<file path="src/rtl/pkt_rr_input_arbiter_if.sv">
// Word stream bundle: data/ctrl qualified by a write strobe, with a ready flag
// flowing back from the receiver.
interface pkt_rr_input_arbiter_if #(
  parameter int DATA_WIDTH = 64,
  parameter int CTRL_WIDTH = DATA_WIDTH / 8
);
  logic [DATA_WIDTH-1:0] data;
  logic [CTRL_WIDTH-1:0] ctrl;
  logic                  wr;
  logic                  rdy;

  modport master (output data, ctrl, wr, input rdy);
  modport slave  (input data, ctrl, wr, output rdy);
endinterface

</file>
<file path="src/rtl/pkt_rr_input_arbiter.sv">
// Four-input packet-granular round-robin merger: per-input fall-through FIFOs,
// whole packets from one queue at a time, registered output (3 cycles in->out).

module pkt_rr_fifo #(
  parameter int WIDTH      = 72,
  parameter int DEPTH_BITS = 3
) (
  input  logic             clk,
  input  logic             reset,
  input  logic             wr_en_i,
  input  logic [WIDTH-1:0] din_i,
  input  logic             rd_en_i,
  output logic [WIDTH-1:0] dout_o,
  output logic             empty_o,
  output logic             nearly_full_o
);
  localparam int DEPTH = 1 << DEPTH_BITS;
  localparam logic [DEPTH_BITS:0] NF_LEVEL = (DEPTH_BITS + 1)'(DEPTH - 1);

  logic [WIDTH-1:0]      mem_q [DEPTH];
  logic [DEPTH_BITS-1:0] wr_ptr_q;
  logic [DEPTH_BITS-1:0] rd_ptr_q;
  logic [DEPTH_BITS:0]   count_q;

  always_ff @(posedge clk) begin
    if (wr_en_i) mem_q[wr_ptr_q] <= din_i;
  end

  always_ff @(posedge clk or negedge reset) begin
    if (!reset) begin
      wr_ptr_q <= '0;
      rd_ptr_q <= '0;
      count_q  <= '0;
    end else begin
      if (wr_en_i) wr_ptr_q <= wr_ptr_q + 1'b1;
      if (rd_en_i) rd_ptr_q <= rd_ptr_q + 1'b1;
      case ({wr_en_i, rd_en_i})
        2'b10:   count_q <= count_q + 1'b1;
        2'b01:   count_q <= count_q - 1'b1;
        default: count_q <= count_q;
      endcase
    end
  end

  // Fall-through: the head word is visible before it is popped.
  assign dout_o        = mem_q[rd_ptr_q];
  assign empty_o       = (count_q == '0);
  assign nearly_full_o = (count_q >= NF_LEVEL);
endmodule

module pkt_rr_input_arbiter #(
  parameter int DATA_WIDTH      = 64,
  parameter int CTRL_WIDTH      = DATA_WIDTH / 8,
  parameter int FIFO_DEPTH_BITS = 3
) (
  input  logic                          clk,
  input  logic                          reset,
  pkt_rr_input_arbiter_if.slave         in0_i,
  pkt_rr_input_arbiter_if.slave         in1_i,
  pkt_rr_input_arbiter_if.slave         in2_i,
  pkt_rr_input_arbiter_if.slave         in3_i,
  pkt_rr_input_arbiter_if.master        out_o,
  output logic [1:0]                    grant,
  output logic                          busy
);
  localparam int W = CTRL_WIDTH + DATA_WIDTH;

  typedef enum logic {IDLE = 1'b0, XFER = 1'b1} state_t;

  logic [3:0]   wr_v;
  logic [3:0]   rd_v;
  logic [3:0]   empty_v;
  logic [3:0]   nfull_v;
  logic [W-1:0] din_v  [4];
  logic [W-1:0] dout_v [4];

  assign wr_v     = {in3_i.wr, in2_i.wr, in1_i.wr, in0_i.wr};
  assign din_v[0] = {in0_i.ctrl, in0_i.data};
  assign din_v[1] = {in1_i.ctrl, in1_i.data};
  assign din_v[2] = {in2_i.ctrl, in2_i.data};
  assign din_v[3] = {in3_i.ctrl, in3_i.data};
  assign in0_i.rdy = ~nfull_v[0];
  assign in1_i.rdy = ~nfull_v[1];
  assign in2_i.rdy = ~nfull_v[2];
  assign in3_i.rdy = ~nfull_v[3];

  for (genvar g = 0; g < 4; g++) begin : g_fifo
    pkt_rr_fifo #(
      .WIDTH      (W),
      .DEPTH_BITS (FIFO_DEPTH_BITS)
    ) u_fifo (
      .clk           (clk),
      .reset         (reset),
      .wr_en_i       (wr_v[g]),
      .din_i         (din_v[g]),
      .rd_en_i       (rd_v[g]),
      .dout_o        (dout_v[g]),
      .empty_o       (empty_v[g]),
      .nearly_full_o (nfull_v[g])
    );
  end

  state_t                state_q;
  logic [1:0]            grant_q;
  logic [1:0]            last_grant_q;
  logic                  in_body_q;
  logic                  busy_q;
  logic                  out_wr_q;
  logic [DATA_WIDTH-1:0] out_data_q;
  logic [CTRL_WIDTH-1:0] out_ctrl_q;

  logic [W-1:0]          head;
  logic [CTRL_WIDTH-1:0] head_ctrl;
  logic                  rd_en;
  logic                  eop;
  logic                  found_d;
  logic [1:0]            pick_d;
  logic [1:0]            cand;

  assign head      = dout_v[grant_q];
  assign head_ctrl = head[W-1 -: CTRL_WIDTH];
  assign rd_en     = (state_q == XFER) && out_o.rdy && !empty_v[grant_q];
  assign eop       = rd_en && in_body_q && (head_ctrl != '0);
  assign rd_v      = rd_en ? (4'b0001 << grant_q) : 4'b0000;

  // Scan order starts just past the last served queue; last_grant itself is checked last.
  always_comb begin
    found_d = 1'b0;
    pick_d  = grant_q;
    cand    = '0;
    for (int k = 1; k <= 4; k++) begin
      cand = last_grant_q + 2'(k);
      if (!found_d && !empty_v[cand]) begin
        found_d = 1'b1;
        pick_d  = cand;
      end
    end
  end

  always_ff @(posedge clk or negedge reset) begin
    if (!reset) begin
      state_q      <= IDLE;
      grant_q      <= 2'd0;
      last_grant_q <= 2'd3;
      in_body_q    <= 1'b0;
      busy_q       <= 1'b0;
      out_wr_q     <= 1'b0;
      out_data_q   <= '0;
      out_ctrl_q   <= '0;
    end else begin
      out_wr_q <= rd_en;
      if (rd_en) begin
        out_data_q <= head[DATA_WIDTH-1:0];
        out_ctrl_q <= head_ctrl;
      end
      case (state_q)
        IDLE: begin
          if (found_d) begin
            grant_q <= pick_d;
            state_q <= XFER;
            busy_q  <= 1'b1;
          end
        end
        XFER: begin
          if (eop) begin
            last_grant_q <= grant_q;
            in_body_q    <= 1'b0;
            state_q      <= IDLE;
            busy_q       <= 1'b0;
          end else if (rd_en && head_ctrl == '0) begin
            in_body_q <= 1'b1;
          end
        end
        default: state_q <= IDLE;
      endcase
    end
  end

  assign out_o.data = out_data_q;
  assign out_o.ctrl = out_ctrl_q;
  assign out_o.wr   = out_wr_q;
  assign grant      = grant_q;
  assign busy       = busy_q;
endmodule

</file>
<file path="src/flat_wrapper.sv">
// flat-port wrapper written by rule: the top's interface ports become plain ports
module pkt_rr_input_arbiter_flat 
#(
  parameter int DATA_WIDTH      = 64,
  parameter int CTRL_WIDTH      = DATA_WIDTH / 8,
  parameter int FIFO_DEPTH_BITS = 3
)
  (clk, reset, grant, busy, in0_i_data, in0_i_ctrl, in0_i_wr, in0_i_rdy, in1_i_data, in1_i_ctrl, in1_i_wr, in1_i_rdy, in2_i_data, in2_i_ctrl, in2_i_wr, in2_i_rdy, in3_i_data, in3_i_ctrl, in3_i_wr, in3_i_rdy, out_o_data, out_o_ctrl, out_o_wr, out_o_rdy);
  pkt_rr_input_arbiter_if #(.DATA_WIDTH(DATA_WIDTH), .CTRL_WIDTH(CTRL_WIDTH)) in0_i_i ();
  pkt_rr_input_arbiter_if #(.DATA_WIDTH(DATA_WIDTH), .CTRL_WIDTH(CTRL_WIDTH)) in1_i_i ();
  pkt_rr_input_arbiter_if #(.DATA_WIDTH(DATA_WIDTH), .CTRL_WIDTH(CTRL_WIDTH)) in2_i_i ();
  pkt_rr_input_arbiter_if #(.DATA_WIDTH(DATA_WIDTH), .CTRL_WIDTH(CTRL_WIDTH)) in3_i_i ();
  pkt_rr_input_arbiter_if #(.DATA_WIDTH(DATA_WIDTH), .CTRL_WIDTH(CTRL_WIDTH)) out_o_i ();
  input  logic clk;
  input  logic reset;
  output logic [1:0] grant;
  output logic busy;
  input wire logic [$bits(in0_i_i.data)-1:0] in0_i_data;
  input wire logic [$bits(in0_i_i.ctrl)-1:0] in0_i_ctrl;
  input wire logic [$bits(in0_i_i.wr)-1:0] in0_i_wr;
  output wire logic [$bits(in0_i_i.rdy)-1:0] in0_i_rdy;
  input wire logic [$bits(in1_i_i.data)-1:0] in1_i_data;
  input wire logic [$bits(in1_i_i.ctrl)-1:0] in1_i_ctrl;
  input wire logic [$bits(in1_i_i.wr)-1:0] in1_i_wr;
  output wire logic [$bits(in1_i_i.rdy)-1:0] in1_i_rdy;
  input wire logic [$bits(in2_i_i.data)-1:0] in2_i_data;
  input wire logic [$bits(in2_i_i.ctrl)-1:0] in2_i_ctrl;
  input wire logic [$bits(in2_i_i.wr)-1:0] in2_i_wr;
  output wire logic [$bits(in2_i_i.rdy)-1:0] in2_i_rdy;
  input wire logic [$bits(in3_i_i.data)-1:0] in3_i_data;
  input wire logic [$bits(in3_i_i.ctrl)-1:0] in3_i_ctrl;
  input wire logic [$bits(in3_i_i.wr)-1:0] in3_i_wr;
  output wire logic [$bits(in3_i_i.rdy)-1:0] in3_i_rdy;
  output wire logic [$bits(out_o_i.data)-1:0] out_o_data;
  output wire logic [$bits(out_o_i.ctrl)-1:0] out_o_ctrl;
  output wire logic [$bits(out_o_i.wr)-1:0] out_o_wr;
  input wire logic [$bits(out_o_i.rdy)-1:0] out_o_rdy;
  assign in0_i_i.data = in0_i_data;
  assign in0_i_i.ctrl = in0_i_ctrl;
  assign in0_i_i.wr = in0_i_wr;
  assign in0_i_rdy = in0_i_i.rdy;
  assign in1_i_i.data = in1_i_data;
  assign in1_i_i.ctrl = in1_i_ctrl;
  assign in1_i_i.wr = in1_i_wr;
  assign in1_i_rdy = in1_i_i.rdy;
  assign in2_i_i.data = in2_i_data;
  assign in2_i_i.ctrl = in2_i_ctrl;
  assign in2_i_i.wr = in2_i_wr;
  assign in2_i_rdy = in2_i_i.rdy;
  assign in3_i_i.data = in3_i_data;
  assign in3_i_i.ctrl = in3_i_ctrl;
  assign in3_i_i.wr = in3_i_wr;
  assign in3_i_rdy = in3_i_i.rdy;
  assign out_o_data = out_o_i.data;
  assign out_o_ctrl = out_o_i.ctrl;
  assign out_o_wr = out_o_i.wr;
  assign out_o_i.rdy = out_o_rdy;
  pkt_rr_input_arbiter #(.DATA_WIDTH(DATA_WIDTH), .CTRL_WIDTH(CTRL_WIDTH), .FIFO_DEPTH_BITS(FIFO_DEPTH_BITS)) u_core (.clk(clk), .reset(reset), .in0_i(in0_i_i), .in1_i(in1_i_i), .in2_i(in2_i_i), .in3_i(in3_i_i), .out_o(out_o_i), .grant(grant), .busy(busy));
endmodule
</file>
<file path="config.mk">
export PLATFORM = sky130hd
export DESIGN_NAME = pkt_rr_input_arbiter_flat
export DESIGN_NICKNAME = d
export VERILOG_FILES = /design/src/rtl/pkt_rr_input_arbiter_if.sv /design/src/rtl/pkt_rr_input_arbiter.sv /design/src/flat_wrapper.sv
export SDC_FILE = /design/constraint.sdc
export NUM_CORES = 2
export LEC_CHECK = 0
export CAP_MARGIN = 15
export CELL_PAD_IN_SITES_DETAIL_PLACEMENT = 1
export CELL_PAD_IN_SITES_GLOBAL_PLACEMENT = 2
export CORE_ASPECT_RATIO = 0.9
export CORE_MARGIN = 4
export CORE_UTILIZATION = 44
export DETAILED_ROUTE_END_ITERATION = 8
export PLACE_DENSITY_LB_ADDON = 0.25
export SYNTH_ARGS = -nofsm -noshare
export SYNTH_HDL_FRONTEND = slang
export SYNTH_SLANG_ARGS = --single-unit
export TNS_END_PERCENT = 5
</file>
<file path="constraint.sdc">
create_clock -name clk -period 7.48 [get_ports clk]
set_input_delay 2.244 -clock clk [delete_from_list [all_inputs] [get_ports clk]]
set_output_delay 2.244 -clock clk [all_outputs]
set_load 0.01 [all_outputs]
</file>
======== Word level (Yosys, flattened, before mapping) ========
Memory sizes are Yosys's and may differ from the RTL's.
Cells that the tools add are included.
cells by class
  bitwise logic cells ..................... 6
  divide/modulo/power cells ............... 0
  shifts and indexed selects .............. 1
  $add $sub $neg .......................... 19
  $mul .................................... 0
  reductions and logical operators ........ 29
  multiplexer cells ....................... 42
  $lt $le $gt $ge ......................... 10
  equality and inequality tests ........... 11
operator list
  kind                                                  number
  binary-select mux 72 bit (select 2 bit)               1
  two-way mux 72 bit                                    2
  one-hot mux 4 bit (2 select lines)                    4
  adder 3 x 1 -> 3 bit (second input constant)          8
  two-way mux 1 bit                                     23
  adder 4 x 1 -> 4 bit (second input constant)          4
  >= comparator 4 x 3 -> 1 bit (second input constant)  4
  logical NOT 4 bit                                     4
  subtractor 4 x 1 -> 4 bit (second input constant)     4
  < comparator 2 x 3 -> 1 bit (second input constant)   5
  binary-select mux 1 bit (select 2 bit)                5
  nonzero test 2 bit                                    5
  == test 2 x 1 -> 1 bit (second input constant)        4
  == test 2 bit (second input constant)                 4
  logical AND 1 bit                                     8
  logical NOT 8 bit                                     1
  two-way mux 2 bit                                     4
  nonzero test 8 bit                                    1
  logical NOT 1 bit                                     6
  AND reduction 2 bit                                   3
  inverter 1 bit                                        5
  adder 2 bit (second input constant)                   2
  two-way mux 4 bit                                     1
  != test 4 bit (second input constant)                 1
  8 further kinds                                       9
storage, ports and cells
  memories kept ........................... 4
  register bits ........................... 120
  bits in read-only memories .............. 0
  word-level logic and storage cells ...... 142
  output and inout port bits .............. 80
  RAM bits ................................ 2304
  input bits .............................. 295
  bits in latches ......................... 0
memories
  name                           depth  bits a word  read ports  clocked after memory_dff  wr ports  line                        source
  u_core.g_fifo[0].u_fifo.mem_q  8      72           1           0                         1         pkt_rr_input_arbiter.sv:20  logic [WIDTH-1:0] mem_q [DEPTH];
  u_core.g_fifo[1].u_fifo.mem_q  8      72           1           0                         1         pkt_rr_input_arbiter.sv:20
  u_core.g_fifo[2].u_fifo.mem_q  8      72           1           0                         1         pkt_rr_input_arbiter.sv:20
  u_core.g_fifo[3].u_fifo.mem_q  8      72           1           0                         1         pkt_rr_input_arbiter.sv:20

======== Longest topological paths before layout ========
  depth in word-level cells ............... 14
  mapped depth ............................ 15
  depth with buffers taken out ............ 13

======== Modules after synthesis ========
A second synthesis with hierarchy kept.
second synthesis, totals
  cells, all modules ...................... 3847
  area total of the unflattened synthesis .. 94305.4 um^2
modules (own cells, without submodules)
  module                instances  cells an instance  area an instance (um^2)  seq. area each (um^2)
  pkt_rr_fifo           4          886                22346.4                  17546.8
  pkt_rr_input_arbiter  1          303                4919.7                   2004.4

======== Worst setup path after synthesis ========
No wires, ideal clock.
  path type ............................... input -> register
  start ................................... input port in2_i_wr
  end ..................................... memory u_core.g_fifo[2].u_fifo.mem_q[0][0], enable pin
  arrival ................................. 7.226 ns
  stages .................................. 2
  library setup time ...................... 0.591 ns
  path slack .............................. -0.336 ns
  path buffers ............................ 0
  cell sequence ........................... nand2b_1 > nor3_1
between the ends
  word-level cells in the longest chain between the ends .. 2
RTL lines
  what                                     line                        source
  start: declaration                       flat_wrapper.sv:28          input wire logic [$bits(in2_i_i.wr)-1:0] in2_i_wr;
  two-way mux 1 bit                        pkt_rr_input_arbiter.sv:26  if (wr_en_i) mem_q[wr_ptr_q] <= din_i;
  two-way mux 1 bit (not written as such)  pkt_rr_input_arbiter.sv:26
  end: declaration                         pkt_rr_input_arbiter.sv:20
No other way between the ends.

======== Worst setup path after layout ========
  start ................................... register u_core.g_fifo[2].u_fifo.count_q[0]
  end ..................................... output port in2_i_rdy
between the ends
  word-level cells in the longest chain between the ends .. 2
RTL lines
  what                          line                        source
  start: declaration            pkt_rr_input_arbiter.sv:23  logic [DEPTH_BITS:0] count_q;
  start signal: assignment      pkt_rr_input_arbiter.sv:38  2'b10: count_q <= count_q + 1'b1;
  start signal: assignment      pkt_rr_input_arbiter.sv:39  2'b01: count_q <= count_q - 1'b1;
  start signal: assignment      pkt_rr_input_arbiter.sv:40  default: count_q <= count_q;
  >= comparator 4 x 3 -> 1 bit  pkt_rr_input_arbiter.sv:48  assign nearly_full_o = (count_q >= NF_LEVEL);
  inverter 1 bit                pkt_rr_input_arbiter.sv:84  assign in2_i.rdy = ~nfull_v[2];
  end: declaration              flat_wrapper.sv:29          output wire logic [$bits(in2_i_i.rdy)-1:0] in2_i_rdy;
No other way between the ends.

==> impl_results.md <==
* Outcome: finished clean
* Post-synthesis register bit count at 2424
* # IOs at 375
* Post-detailed-route count of antenna-violating nets at 0
* Post-CTS Hold Fix Bufs at 0
* Area grow syn2layout at 15.98%
* FMAX at 204.5 MHz
* Clk_lat worst skew at 0.87 ns
* Post-Route WL at 251.5 mm
* CP Cell Sequence: a31oi_1 > clkdlybuf4s50_1
* Avg Synthesized Cell Area at 21.91 um^2
* Crit path from: u_core.g_fifo[2].u_fifo.count_q[0]
* Busiest grt layer: met2
* DR iter-0 viols at 4172
* Vias per inst at 5.745
* Headroom to the max-slew limit at 21.58%
* DRC Markers at 0
* Global route overflow at 0
* Cell row count at 159
* Crit path buffers/inverters at 1
* Share of cells above drive strength 1 at 20.50%
* Period Utilization, post-route at 65.39%
* PwrDens at 396.0 mW/mm^2
* Worst setup SP type: flop
* Yosys warns at 0
* Final Total Pwr at 42710 uW
* Crit path max-delay family: buffers and inverters
* CTS Buf Count at 236
* Min cycle time layout at 4.891 ns
* Critical Path Max Stage Delay at 0.71 ns
* Initial antenna violation count at 61
* Ys flop type: edfxtp_1
* H-tree Lvls at 4
* Worst vdd ir at 273.8 uV
* Most common cell after layout, fill and taps aside: edfxtp_1
* GPL Wtd Cong at 0.7816
* Die area at 0.2187 mm^2
* Worst setup path category: flop to output port
* Met2 usage at 37.35%
* Post-Synthesis Cell Area at 0.09297 mm^2
* Post-synth EDFFs at 2304
* Post-CTS resize count at 0
* # Post-CTS Setup Buffers at 0
* Met1 Use GR at 31.75%
* Distinct cell type count after synthesis at 46
* Post-synthesis sequential area ratio at 77.65%
* Worst r2r src: u_core.g_fifo[1].u_fifo.rd_ptr_q[0]
* Initial Utilization at 44.38%
* Post-synth ARST share at 4.950%
* Reg clk slew, reported paths at 0.06 ns
* Hold crit path type: flop to flop
* P_leak at 0.03430 uW
* Filler Cells Inserted at 18340
* Post-Syn Instances at 4243
* All-layer global routing usage at 22.90%
* Clock sink total at 2424
* Multi-input gate area at 0.01970 mm^2
* CP max stage cell: clkdlybuf4s50_1
* MaxCap Viol Count at 0
* RSZ-0062 raised after global routing: false
* Crit path max fanout at 6
* Tightest Pin Transition at 1.176 ns
* Post-layout util at 51.48%
* Critical path capture point type: output port
* Vias in the first global route at 46020
* First-pass iteration count of the detailed router at 5
* CTS tree: done
* Largest net degree at the start of global routing at 121
* Worst-case clock buffer depth at 3
* Die span in x at 492.5 um
* Grt met3 use at 4.839%
* Port Buffer Count at 374
* Crit path arrival time at 2.65 ns
* Most frequent cells in the layout: 2304 x edfxtp_1, 512 x mux4_2, 388 x mux2i_1, 373 x clkdlybuf4s50_1, 239 x clkbuf_16
* HPWL after DPL at 163.3 mm
* HP Start: u_core.g_fifo[1].u_fifo.wr_ptr_q[2]
* Worst EP required at 5.24 ns
* Core area at 0.2095 mm^2
* Die Ht at 444.1 um
* CTS Root Cell: clkbuf_16
* Vias post-DR at 44490
* Nets at 5017
* Setup violators final at 0
* Sequential cell area at 0.07224 mm^2
* Clock skew at 0.06212 ns
* Setup TNS at 0 ns
* Synthesized net count at 4558
* Pins Over Slew Limit at 0
* Final-report hold violation count at 0
* First-pass GRT wire length at 356.7 mm
* WL/cell at 32.48 um
[power by group]
part	leakage, uW	switching (uW)	internal (uW)
sequential	0.0223	1400	17200
combinational	0.00834	7480	4970
clock	0.00368	5110	6600
[final cells by class]
class | instances | share of cell area [%]
Sequential cell | 2424 | 66.99
Multi-Input combinational cell | 1582 | 18.27
Clock buffer | 303 | 5.797
Timing Repair Buffer | 453 | 4.320
Tap cell | 2817 | 3.269
Clock inverter | 141 | 1.287
Antenna cell | 20 | 0.04641
Inverter | 5 | 0.01973
[kinds of logic after synthesis]
group / Yosys count / synth area share (%)
xor gates and xnor gates: 41 / 0.3862
muxes: 915 / 16.77
DFF: 2424 / 77.65
and+or+nand+nor: 297 / 1.398
AOI/OAI and AO/OA: 309 / 2.098
buffers and inverters: 237 / 1.429
adders and majority gates: 20 / 0.2692
[worst paths after layout]
| check | endpoint | slack, ns | cells past startpoint |
|---|---|---|---|
| setup / recovery | in2_i_rdy | 2.59 | 2 |
| hold / removal | u_core.g_fifo[1].u_fifo.wr_ptr_q[2] | 0.49 | 1 |
| setup reg to reg | u_core.out_o.data[52] | 3.54 | 7 |
| hold reg to reg | u_core.g_fifo[1].u_fifo.wr_ptr_q[2] | 0.49 | 1 |
| max in group asynchronous | u_core.g_fifo[3].u_fifo.rd_ptr_q[1] | 4.72 | 2 |
| min in group asynchronous | u_core.g_fifo[0].u_fifo.wr_ptr_q[2] | 1.41 | 1 |
[worst register-to-register path, cell delays in order (launching register included)]
cell	delay [ns]
dfrtp_4	0.86
buf_4	0.86
buf_4	0.45
mux4_2	0.56
mux2i_1	0.43
o22ai_1	0.30
nor2_1	0.24
a21oi_1	0.10
[cells in the mapped netlist (17+ instances only)]
master / count / share of area [%]
a21oi_1: 81 / 0.44
a22oi_1: 64 / 0.52
buf_1: 23 / 0.093
buf_2: 142 / 0.76
buf_6: 17 / 0.21
clkbuf_1: 33 / 0.13
dfrtp_1: 118 / 3.2
edfxtp_1: 2304 / 74
ha_1: 20 / 0.27
mux2i_1: 388 / 4.2
mux4_2: 512 / 12
nand2_1: 57 / 0.23
nand2b_1: 17 / 0.11
nor2_1: 182 / 0.73
o22ai_1: 145 / 0.98
xor2_1: 29 / 0.27
[flip-flops by register name, summed over array words and instances (netlist names)]
name                           flops
u_core.busy                        1
u_core.g_fifo.u_fifo.count_q      16
u_core.g_fifo.u_fifo.mem_q      2304
u_core.g_fifo.u_fifo.rd_ptr_q     12
u_core.g_fifo.u_fifo.wr_ptr_q     12
u_core.grant                       2
u_core.in_body_q                   1
u_core.last_grant_q                2
u_core.out_o.ctrl                  8
u_core.out_o.data                 64
u_core.out_o.wr                    1
u_core.state_q                     1
[routing by layer]
layer / part of all wire [%] / routed length, um
met5: 0.050 / 127
met4: 2.4 / 6161
met3: 6.3 / 15840
met2: 49 / 124100
met1: 42 / 105300
[through the flow]
step	hold slack, ns	instances	instance area (um^2)	setup WS, ns
2_1_floorplan	0.4574	4243	92980	-0.3364
3_3_place_gp	0.4940	7279	100100	2.473
3_5_place_dp	0.4822	7281	100100	2.453
4_1_cts	0.4932	7725	107800	2.519
5_1_grt	0.5057	7731	107800	2.532
6_report	0.4930	7745	107800	2.589
Power figures use the tool's default switching activity.
